### config.mk
export PLATFORM = sky130hd
export DESIGN_NAME = wb_grf
export DESIGN_NICKNAME = d
export VERILOG_FILES = /design/src/rtl/wb_grf.sv
export SDC_FILE = /design/constraint.sdc
export NUM_CORES = 2
export LEC_CHECK = 0
export CORE_MARGIN = 2
export CORE_UTILIZATION = 55
export CTS_CLUSTER_DIAMETER = 150
export CTS_CLUSTER_SIZE = 8
export DETAILED_ROUTE_END_ITERATION = 6
export PLACE_DENSITY_LB_ADDON = 0.1
export REMOVE_ABC_BUFFERS = 1
export SYNTH_ARGS = -nofsm -noshare
export SYNTH_HDL_FRONTEND = slang
export SYNTH_SLANG_ARGS = --single-unit
### constraint.sdc
create_clock -name clk -period 5.2 [get_ports clk]
set_input_delay 1.04 -clock clk [delete_from_list [all_inputs] [get_ports clk]]
set_output_delay 1.04 -clock clk [all_outputs]
set_load 0.02 [all_outputs]
### src/rtl/wb_grf.sv
// wb_grf: writeback stage and general register file of the 5-stage MIPS pipeline.
//
// Selects the writeback datum from the MEM/WB outputs and commits it to a 32x32
// register file. The file serves two combinational D-stage read ports with a
// write-through bypass. It also counts committed register writes.
//
// Parameters:
//   PC_RESET : PC assumed for W_PC after reset (must be word aligned)
//   CNT_W    : width of the committed-write counter
//
// Ports:
//   clk, reset         : clock, synchronous active-high reset
//   W_ALU_O .. W_MD_O  : candidate writeback sources from the W stage
//   W_PC               : PC of the W-stage instruction (link value is W_PC+8)
//   W_A3, W_WDSel      : destination register and source select
//   W_RegWrite         : write enable from W-stage decode
//   D_A1/D_A2          : read addresses; D_RD1/D_RD2 : read data (bypassed)
//   W_WD               : selected writeback data, exported for forwarding
//   wr_count           : committed writes since reset (wraps)
//
// Build option: define GRF_TRACE_EN to print one judge-format trace line per
// committed write. Register and port behaviour is the same either way.
module wb_grf #(
  parameter logic [31:0] PC_RESET = 32'h00003000,
  parameter int unsigned CNT_W    = 32
) (
  input  logic             clk,
  input  logic             reset,
  input  logic [31:0]      W_ALU_O,
  input  logic [31:0]      W_DM_O,
  input  logic [31:0]      W_PC,
  input  logic [31:0]      W_EXT_O,
  input  logic [31:0]      W_CMP_O,
  input  logic [31:0]      W_MD_O,
  input  logic [4:0]       W_A3,
  input  logic [2:0]       W_WDSel,
  input  logic             W_RegWrite,
  input  logic [4:0]       D_A1,
  input  logic [4:0]       D_A2,
  output logic [31:0]      D_RD1,
  output logic [31:0]      D_RD2,
  output logic [31:0]      W_WD,
  output logic [CNT_W-1:0] wr_count
);

  // Trace output formats PCs as instruction addresses; reject misaligned values.
  if (PC_RESET[1:0] != 2'b00) begin : g_pc_reset_check
    $error("wb_grf: PC_RESET must be word aligned");
  end

  logic [31:0] regs [32] = '{default: '0};
  logic [CNT_W-1:0] count_q = '0;
  logic we;

  always_comb begin
    W_WD = '0;
    case (W_WDSel)
      3'd0:    W_WD = W_ALU_O;
      3'd1:    W_WD = W_DM_O;
      3'd2:    W_WD = W_PC + 32'd8;
      3'd3:    W_WD = W_EXT_O;
      3'd4:    W_WD = W_CMP_O;
      3'd5:    W_WD = W_MD_O;
      default: W_WD = '0;
    endcase
  end

  assign we = W_RegWrite && (W_A3 != 5'd0) && !reset;

  // Bypass is qualified by we, so it is off during reset and for $0.
  always_comb begin
    D_RD1 = '0;
    if (D_A1 != 5'd0) begin
      D_RD1 = (we && D_A1 == W_A3) ? W_WD : regs[D_A1];
    end
  end

  always_comb begin
    D_RD2 = '0;
    if (D_A2 != 5'd0) begin
      D_RD2 = (we && D_A2 == W_A3) ? W_WD : regs[D_A2];
    end
  end

  always_ff @(posedge clk) begin
    if (reset) begin
      for (int unsigned i = 0; i < 32; i++) begin
        regs[i] <= '0;
      end
      count_q <= '0;
    end else if (we) begin
      regs[W_A3] <= W_WD;
      count_q    <= count_q + CNT_W'(1);
    end
  end

  assign wr_count = count_q;

`ifdef GRF_TRACE_EN
  always_ff @(posedge clk) begin
    if (we) begin
      $display("%d@%h: $%d <= %h", $time, W_PC, W_A3, W_WD);
    end
  end
`else
`endif

endmodule

# [Yosys cells after proc, flatten, opt, wreduce, memory -nomap -nowiden]
# Memories as Yosys holds them, arrays and structs flattened.
# Cells that the tools add are included.
[word_totals] ram_bits=1024 mem_bits_ro=0 mem_count=1 input_bits=213 latch_bits=0 reg_bits=32 elab_cells=34
[memory_table] memory="regs" words=32 word_bits=32 rd=2 rd_ports_with_merged_regs=0 wr=32 line_no="51" rtl="logic [31:0] regs [32] = '{default: '0};"
[classes] shift=0 muxes=13 n_reduce_logical=10 div_mod_pow=0 order_cmp=0 multipliers=0 n_eq_ne=7 bitwise=0 n_addsub=2
[ops] op="one-hot mux 32 bit (6 select lines)" n=1
[ops] op="2-to-1 mux 32 bit" n=5
[ops] op="adder 32 x 1 -> 32 bit, second input constant" n=1
[ops] op="adder 32 x 4 -> 32 bit, second input constant" n=1
[ops] op="OR reduction 32 bit" n=1
[ops] op="nonzero test 5 bit" n=3
[ops] op="== test 5 bit" n=2
[ops] op="== test 3 x 2 -> 1 bit, second input constant" n=2
[ops] op="== test 3 bit, second input constant" n=2
[ops] op="2-to-1 mux 1 bit" n=6
[ops] op="2-to-1 mux 5 bit" n=1
[ops] op="logical AND 1 bit" n=4
[ops] op="== test 3 x 1 -> 1 bit, second input constant" n=1
[ops] op="logical NOT 3 bit" n=1
[ops] op="logical NOT 1 bit" n=1

# [Depth between registers and ports, before layout]
[logic_depth] ltp_word=8 depth_mapped=10 depth_no_buf=7

# [Worst setup path after synthesis]
# OpenSTA, ideal clock, no wires.
[synth_path] path_type="in2out" start="input port D_A1[0]" end="output port D_RD1[28]" arrival_time_ps=3048 cell_stages=10 path_buffers=4 t_required_ps=4160 slack_ps=1112 cell_sequence="buf_2 buf_4 buf_2 nand3_1 clkbuf_1 o22ai_1 a21oi_1 a31oi_1 nor3_1 a211oi_1"
[synth_between] elab_chain_len=4
[synth_rtl] item="start, declared" line_no="38" rtl="input logic [4:0] D_A1,"
[synth_rtl] item="parallel branches: the longest is 3 deep, another holds memory (32 x 32 bit)"
[synth_rtl] item="2-to-1 mux 32 bit (*)" line_no="73" rtl="if (D_A1 != 5'd0) begin"
[synth_rtl] item="end, declared" line_no="40" rtl="output logic [31:0] D_RD1,"
# Mark *: on every way between the ends.

# [Worst setup path in the final report]
[layout_path] start="input port W_PC[13]" end="output port D_RD1[28]"
[layout_between] elab_chain_len=4
[layout_rtl] item="start, declared" line_no="31" rtl="input logic [31:0] W_PC,"
[layout_rtl] item="adder 32 x 4 -> 32 bit" line_no="60" rtl="3'd2: W_WD = W_PC + 32'd8;"
[layout_rtl] item="one-hot mux 32 bit (6 select lines)" line_no="57" rtl="case (W_WDSel)"
[layout_rtl] item="2-to-1 mux 32 bit" line_no="74" rtl="D_RD1 = (we && D_A1 == W_A3) ? W_WD : regs[D_A1];"
[layout_rtl] item="2-to-1 mux 32 bit" line_no="73"
# Every way passes these cells.

==> impl_metrics.csv <==
group,metric,value,unit
status,status,"finished, violations left",
status,violations,"design-rule violations, negative setup slack",
sta,drv_slew,0,
synth,yosys-top-cells-count,"nor2_1, edfxtp_1, mux4_2",
worst_setup_path,cp-start-kind,"input pin",
synth,yosysMostFrequentCell,"nor2_1",
synth,synth_top_area_share,54.70,%
final_layout,final_util,67.63,%
pwr,p_sw,6076,uW
cts,clk_latency,0.75,ns
synth,synth_edf_count,1024,
pwr,irDropWorstVdd,0.2548,mV
floorplan,std_cell_rows,117,
synth,synthCells,4275,
floorplan,dieArea,104800,um^2
detailed_routing,viasPerCell,7.016,
pwr,power_density,328.1,nW/um^2
pwr,swShare,26.95,%
placed_design,io_buffers,340,
sta,max_freq,191.6,MHz
worst_setup_path,path_class,"in2out",
worst_setup_path,r2r_start,"wr_count[2]",
sta,setup_viol,2,
global_routing,use_met2,61.57,%
sta,fin_skew,0.005302,ns
worst_setup_path,slowest_delay,0.70,ns
synth,yosysWarningCount,0,
cts,h-tree-depth,4,
job,drv_cap,0,
global_routing,met1_usage,55.00,%
synth,synthTopCellsByArea,"edfxtp_1, mux4_2, nor2_1",
pwr,p_total,22540,uW
floorplan,core,101600,um^2
detailed_routing,detail-route-antenna-nets,0,
worst_setup_path,cpLargestDelayFamily,"buffers and inverters",
worst_setup_path,cp_max_fo,4,
global_routing,grtUsageTotal,42.28,%
synth,synth-seq-area-share,55.84,%
worst_setup_path,cp.required,4.16,ns
cts,holdBufCountCts,0,
synth,yosys.area.top_type,"edfxtp_1",
worst_setup_path,cpMostUsedCell,"buf_4",
global_routing,grt_pass1_wl,308400,um
global_routing,grt_antenna_before_repair,7,
detailed_routing,via_count,43850,
final_layout,final_nets,5077,
final_layout,fillers,7369,
global_routing,grt_pass1_vias,43380,
cts,clock-root-buffer,"clkbuf_16",
detailed_routing,routedWlPerCell,35.25,um
pwr,seq_power_share,44.5,%
worst_setup_path,crit_chain,"clkdlybuf4s50_1 -> nand3_1 -> buf_4 -> nor4_2 -> buf_4 -> nand4_1 -> xnor2_1 -> buf_4 -> a21oi_4 -> a211oi_4 -> clkdlybuf4s50_1",
pwr,p_leak,0.02467,uW
worst_setup_path,cp-startpoint,"W_PC[13]",
final_layout,drive_above_1_share,27.38,%
cts,cts_num_sinks,1056,
synth,synth_seq_cells,1056,
hold_path,hold_class,"reg2reg",
worst_setup_path,path_buf_inv,5,
detailed_routing,drtIter0Drc,7462,
sta,timing.slew.headroom,22.46,%
synth,synth.distinct_cells,71,
detailed_routing,drcViolationCount,9,
floorplan,ios,341,
sta,hold_viol,0,
synth,avgSynthCellArea,13.15,um^2
pwr,clkPwrFrac,38.5,%
cts,clk_pin_slew,0.05,ns
cts,cts_tree,"built",
sta,final.min_clock_period,5.220,ns
detailed_routing,routed_wl,220300,um
synth,synth_top_flop_cell,"edfxtp_1",
detailed_routing,first_pass_iters,7,
worst_setup_path,cp_slowest_cell,"clkdlybuf4s50_1",
cts,numCtsBuffers,149,
placed_design,dpl_worst_slack,-0.6334,ns
synth,synth.cell_area,56220,um^2
sta,finalCritPeriodShare,100.4,%
sta,fin_setup_tns,-0.03402,ns
floorplan,die_h,323.7,um
sta,rsz0062_at_grt,"true",
global_routing,grt_max_degree,53,
cts,clk_path_buf_depth,3,
global_routing,use_met3,13.42,%
pwr,combPwrFrac,17.0,%
worst_setup_path,arrival,4.18,ns
placed_design,gp_congestion,0.9956,
final_layout,syn_to_final_growth,22.22,%
placed_design,place_hpwl,147600,um
hold_path,worstHoldStart,"wr_count[31]",
synth,async_flop_share,0,%
sta,setup_ws,-0.01967,ns
worst_setup_path,cp-end-kind,"output pin",
global_routing,grt_overflow,0,
floorplan,initial_core_util,55.34,%
floorplan,die_x,323.7,um
pwr,internal-power,16470,uW
global_routing,top_usage_layer,"met2",
sta,tightest_slew,1.159,ns
-- power groups by stage --
stage | Clock (uW) | Sequential, uW | Combinational, uW
after floorplan | 0 | 10100 | 1650
after global placement | 0 | 10100 | 3670
after detailed placement | 0 | 10200 | 3690
after CTS | 8670 | 10000 | 3720
after global routing | 9010 | 10100 | 3910
final | 8670 | 10000 | 3830
-- cell type report --
| type | instances | area [um^2] | area share, % |
|---|---|---|---|
| multi-input combinational | 2773 | 23560 | 34.29 |
| tap | 1368 | 1712 | 2.491 |
| antenna | 2 | 5.005 | 0.007284 |
| sequential | 1056 | 31390 | 45.68 |
| clock buffer | 154 | 3747 | 5.454 |
| timing repair buffer | 837 | 7896 | 11.49 |
| clock inverter | 15 | 230.2 | 0.3350 |
| inverter | 45 | 168.9 | 0.2458 |
-- logic make-up after synthesis --
| group | after synthesis | share of synthesized area (%) |
|---|---|---|
| flops | 1056 | 55.84 |
| buf+inv | 477 | 3.632 |
| compound gates | 439 | 5.333 |
| simple gates | 1533 | 11.58 |
| mux | 706 | 22.62 |
| xor+xnor | 61 | 0.9503 |
| fa+ha+maj | 2 | 0.04450 |
| other cells | 1 | 0.006670 |
-- sequential cells by signal, indices dropped and copies added (netlist names) --
register  flops
regs       1024
wr_count     32
-- final timing paths --
path / to / depth (start not counted) / slack, ns
max: D_RD1[28] / 11 / -0.02
min: wr_count[31] / 1 / 0.52
max reg2reg: wr_count[28] / 6 / 2.82
min reg2reg: wr_count[31] / 1 / 0.52
-- layout by cell type (no fill, tap or decap), types with 95 or more instances in the layout --
| master | n |
|---|---|
| clkbuf_16 | 149 |
| mux4_2 | 448 |
| nor3_1 | 95 |
| buf_4 | 447 |
| edfxtp_1 | 1024 |
| o22ai_1 | 97 |
| nand2_1 | 99 |
| nor2_1 | 1067 |
| clkdlybuf4s50_1 | 280 |
| mux2i_1 | 223 |
-- per-layer routing --
metal	vias to the layer above	share of wire (%)
met4	6	7.5
met1	21840	34
met3	809	15
met2	3817	44
li1	17370	-
met5	-	0.031
-- what timing repair did --
item	CTS	global route
pin swaps	9	11
gates resized for setup	53	45
buffers inserted	1	1
gates cloned	0	0
setup endpoints to repair	38	36
-- stage by stage --
step / hold WS, ns / cells / instance area [um^2]
2_1_floorplan: 0.5755 / 3874 / 54460
3_3_place_gp: 0.4937 / 6077 / 64410
3_5_place_dp: 0.5058 / 6077 / 64410
4_1_cts: 0.5127 / 6247 / 68550
5_1_grt: 0.5426 / 6248 / 68710
6_report: 0.5176 / 6250 / 68710
Note: power is estimated with default switching activity, not from simulation.
